### src/rtl/pu_regfile_sb.sv
// Per-PU register file with two write ports (ALU and load writeback) and a per-register busy scoreboard.
// Optional build macro PU_REGFILE_BYPASS_EN adds same-cycle write-to-read forwarding on both read ports.
module pu_regfile_sb #(
   parameter int WIDTH  = 16,
   parameter int DEPTH  = 4,
   parameter int PU_NUM = 0,
   parameter int AW     = $clog2(DEPTH)
) (
   input  logic             clk,
   input  logic             rst,
   input  logic [AW-1:0]    arad,
   input  logic [AW-1:0]    brad,
   output logic [WIDTH-1:0] a,
   output logic [WIDTH-1:0] b,
   output logic             a_busy,
   output logic             b_busy,
   input  logic             we,
   input  logic [AW-1:0]    wad,
   input  logic [WIDTH-1:0] wd,
   input  logic             lock,
   input  logic [AW-1:0]    lad,
   input  logic             lwe,
   input  logic [AW-1:0]    lwad,
   input  logic [WIDTH-1:0] lwd,
   output logic [DEPTH-1:0] busy_vec,
   output logic             err
);

   logic [WIDTH-1:0] regs_q [DEPTH];
   logic [WIDTH-1:0] regs_d [DEPTH];
   logic [DEPTH-1:0] busy_q;
   logic [DEPTH-1:0] busy_d;
   logic             err_q;
   logic             err_d;
   logic             hazard_s;

   // Next-state: ALU write first, load writeback second so it wins, lock last (clear-then-set).
   always_comb begin
      regs_d   = regs_q;
      busy_d   = busy_q;
      hazard_s = 1'b0;
      if (we) begin
         if (!busy_q[wad]) begin
            regs_d[wad] = wd;
         end else begin
            hazard_s = 1'b1;
         end
      end else begin
         hazard_s = hazard_s;
      end
      if (lwe) begin
         regs_d[lwad] = lwd;
         busy_d[lwad] = 1'b0;
         if (!busy_q[lwad]) begin
            hazard_s = 1'b1;
         end else begin
            hazard_s = hazard_s;
         end
      end else begin
         hazard_s = hazard_s;
      end
      if (lock) begin
         busy_d[lad] = 1'b1;
         if (busy_q[lad] && !(lwe && (lwad == lad))) begin
            hazard_s = 1'b1;
         end else begin
            hazard_s = hazard_s;
         end
      end else begin
         hazard_s = hazard_s;
      end
      err_d = err_q | hazard_s;
   end

   // State registers; reset drops every pending lock.
   always_ff @(posedge clk or posedge rst) begin
      if (rst) begin
         for (int i = 0; i < DEPTH; i++) begin
            regs_q[i] <= (i == 0) ? WIDTH'(PU_NUM) : {WIDTH{1'b0}};
         end
         busy_q <= {DEPTH{1'b0}};
         err_q  <= 1'b0;
      end else begin
         regs_q <= regs_d;
         busy_q <= busy_d;
         err_q  <= err_d;
      end
   end

   // Read ports; the forwarding build lets a returning load also clear the reported busy bit.
   always_comb begin
      a      = regs_q[arad];
      b      = regs_q[brad];
      a_busy = busy_q[arad];
      b_busy = busy_q[brad];
`ifdef PU_REGFILE_BYPASS_EN
      if (lwe && (lwad == arad)) begin
         a      = lwd;
         a_busy = 1'b0;
      end else if (we && (wad == arad) && !busy_q[wad]) begin
         a = wd;
      end else begin
         a = regs_q[arad];
      end
      if (lwe && (lwad == brad)) begin
         b      = lwd;
         b_busy = 1'b0;
      end else if (we && (wad == brad) && !busy_q[wad]) begin
         b = wd;
      end else begin
         b = regs_q[brad];
      end
`endif
   end

   assign busy_vec = busy_q;
   assign err      = err_q;

endmodule

### config.mk
export PLATFORM = sky130hd
export DESIGN_NAME = pu_regfile_sb
export DESIGN_NICKNAME = d
export VERILOG_FILES = /design/src/rtl/pu_regfile_sb.sv
export SDC_FILE = /design/constraint.sdc
export NUM_CORES = 1
export LEC_CHECK = 0
export CORE_MARGIN = 3
export CORE_UTILIZATION = 35
export CTS_CLUSTER_DIAMETER = 40
export DETAILED_ROUTE_END_ITERATION = 7
export GPL_TIMING_DRIVEN = 0
export PLACE_DENSITY = 0.58
export SLEW_MARGIN = 20
export SYNTH_ARGS = -nofsm -noshare
export SYNTH_HDL_FRONTEND = slang
export SYNTH_SLANG_ARGS = --single-unit
### constraint.sdc
create_clock -name clk -period 2.2 [get_ports clk]
set_input_delay 0.44 -clock clk [delete_from_list [all_inputs] [get_ports clk]]
set_output_delay 0.44 -clock clk [all_outputs]
set_load 0.02 [all_outputs]
==> run_results.csv <==
group,metric,value,unit
final_layout,fin_util,48.2,%
global_route,antenna_found_initial,0,
final_layout,nets,494,
critical_path,crit_chain,"buf_4, buf_12, mux4_2, dlygate4sd2_1",
pwr,vdd_drop_max,389,uV
synth,synth.area.top_cells,"dfrtp_1, mux4_2, mux2i_1",
critical_path,worstReg2RegStart,"busy_vec[0]",
synth,ys_warn_count,0,
synth,netlist_instances,355,
clock_network,root_buffer,"clkbuf_16",
clock_network,post_cts_buffers,0,
synth,async_reset_ff_share,100,%
synth,syn-num-nets,402,
route,drt_wl_total,12700,um
sta,drv_slew,0,
clock_network,clkTransAtPathRegs,0.05,ns
sta,fin_skew,0.00844,ns
critical_path,cp_slowest_cell,"mux4_2",
floorplanning,std_cell_rows,39,
global_route,overflow,0,
synth,ys.flop_type,"dfrtp_1",
clock_network,cts_max_level,3,
synth,netlist.area_leader.share,41.6,%
critical_path,end_kind,"output port",
pwr,power_density,906,nW/um2
sta,finalCritPeriodShare,97.3,%
synth,synth_area_leader_cell,"dfrtp_1",
clock_network,clk_path_buf_depth,2,
route,routedWlPerCell,21.4,um
critical_path,arrival,1.70,ns
synth,synth_seq_area_share,41.6,%
synth,synth_area_per_cell,11.7,um2
final_layout,diodes,0,
route,drt_pass1_iterations,4,
floorplanning,ios,86,
route,routed_via_density,5.46,
sta,relSlewSlack,48.7,%
floorplanning,die_w,115,um
critical_path,cp-start-kind,"input port",
route,drt_iter0_markers,216,
run_status,status,"completed",
floorplanning,start_util,36.1,%
clock_network,clock_latency,0.34,ns
sta,grt_setup_unrepaired,"no",
critical_path,crit_fanout,10,
global_route,grt_max_degree,38,
placement,gp_congestion,0.825,
critical_path,crit_required,1.76,ns
pwr,leakage,2.27,nW
route,ant_nets,0,
sta,clock.fmax,467,MHz
clock_network,cts_tree,"yes",
critical_path,critical_path_class,"input port to output port",
synth,synth_edf_count,0,
placement,port_buffers,80,
route,vias,3248,
sta,min_period,2.14,ns
floorplanning,die_area,13200,um2
placement,place_area,5160,um2
synth,ys_ff_latch,69,
floorplanning,die_h,115,um
clock_network,hold_buffers,0,
job,cap_viol_max_count,0,
critical_path,critPathMaxStageDelay,0.52,ns
clock_network,cts_inserted_buffers,9,
global_route,grt_use_total,20.5,%
synth,yosysUniqueCellTypes,30,
synth,synth_area,4160,um2
critical_path,crit_path_start,"brad[0]",
sta,tightest_slew,0.770,ns
final_layout,fin_area,5550,um2
global_route,grt_pass1_vias,3511,
hold_path,hp-class,"input port to asynchronous set/reset pin",
synth,yosysMostFrequentCell,"dfrtp_1",
sta,setup_viol,0,
global_route,grt_pass1_wl,20400,um
sta,hold_viol_final,0,
final_layout,area_growth,33.5,%
floorplanning,core_area,11500,um2
clock_network,cts.sinks,69,
final_layout,drive_above_1_share,16.2,%
synth,synth_common_cells,"dfrtp_1, mux2i_1, a21oi_1, nor2_1, mux4_2",
route,drc,0,
placement,dp_hpwl,8660,um
[power breakdown]
part	switching, mW	internal (mW)
Combinational	0.675	0.712
Clock	0.572	1.34
Sequential	0.203	1.53
[final cells by class]
cell class,instances,area [um2]
Sequential cell,69,1730
Clock inverter,6,159
Timing Repair Buffer,81,778
Buffer,31,244
Inverter,5,21.3
Multi-Input combinational cell,250,2210
Fill cell,1065,5970
Clock buffer,10,229
Tap cell,143,179
[layout by cell type, fill, tap and decap left out, types with 5 or more instances in the layout]
| master | netlist | final |
|---|---|---|
| nand2_1 | 17 | 17 |
| bufinv_16 | 0 | 5 |
| a21oi_1 | 48 | 48 |
| buf_2 | 13 | 9 |
| dlygate4sd2_1 | 0 | 34 |
| clkdlybuf4s50_1 | 0 | 46 |
| mux4_2 | 33 | 33 |
| mux2i_1 | 65 | 65 |
| buf_6 | 3 | 6 |
| clkbuf_16 | 0 | 9 |
| o21ai_1 | 14 | 14 |
| nor2_1 | 48 | 48 |
| clkbuf_1 | 9 | 10 |
| dfrtp_1 | 69 | 69 |
[state kept, by name, indices dropped and copies added, names as in the netlist]
name      cells
busy_vec      4
err           1
regs_q       64
[worst paths after layout]
kind | end | slack, ns | cells past startpoint
worst min register to register | err | 0.52 | 2
worst min-delay path | regs_q[57] | 0.48 | 2
min in group clk | err | 0.52 | 2
worst max-delay path | b[10] | 0.06 | 4
max in group asynchronous | regs_q[6] | 1.17 | 3
worst max register to register | regs_q[57] | 0.56 | 5
[critical path: cells and delay by family]
family,cells,cell delay (ns)
buf+inv,3,0.73
mux,1,0.52
[stage by stage]
step,hold WS [ns],power (mW),setup WS (ns),TNS [ns],cells
2_1_floorplan,0.530,2.60,0.0201,0,355
3_3_place_gp,0.493,3.21,-1.31,-100.01,578
3_5_place_dp,0.511,3.25,-0.421,-10.57,579
4_1_cts,0.486,5.05,0.000649,0,595
5_1_grt,0.518,5.28,0.000678,0,595
6_report,0.477,5.03,0.0594,0,595
[metal layers]
layer / vias to the layer above / wire, um / global-route usage [%]
met2: 116 / 6120 / 33.6
met5: - / 0 / 0
met1: 1622 / 5790 / 28.0
li1: 1498 / - / -
met3: 12 / 716 / 4.53
met4: 0 / 115 / 4.54
[repair_timing]
item	in CTS	in global routing
pin swaps	0	0
resized for setup	43	4
endpoints found under the setup margin	34	12
[logic make-up after synthesis]
kind of cell | after synthesis | share of synthesized area [%]
buffers and inverters | 36 | 5.21
and+or+nand+nor | 76 | 8.19
AOI/OAI and AO/OA | 70 | 8.91
xor gates and xnor gates | 2 | 0.422
DFF | 69 | 41.6
muxes | 102 | 35.7
No activity file was read; power rests on OpenSTA's default activity.
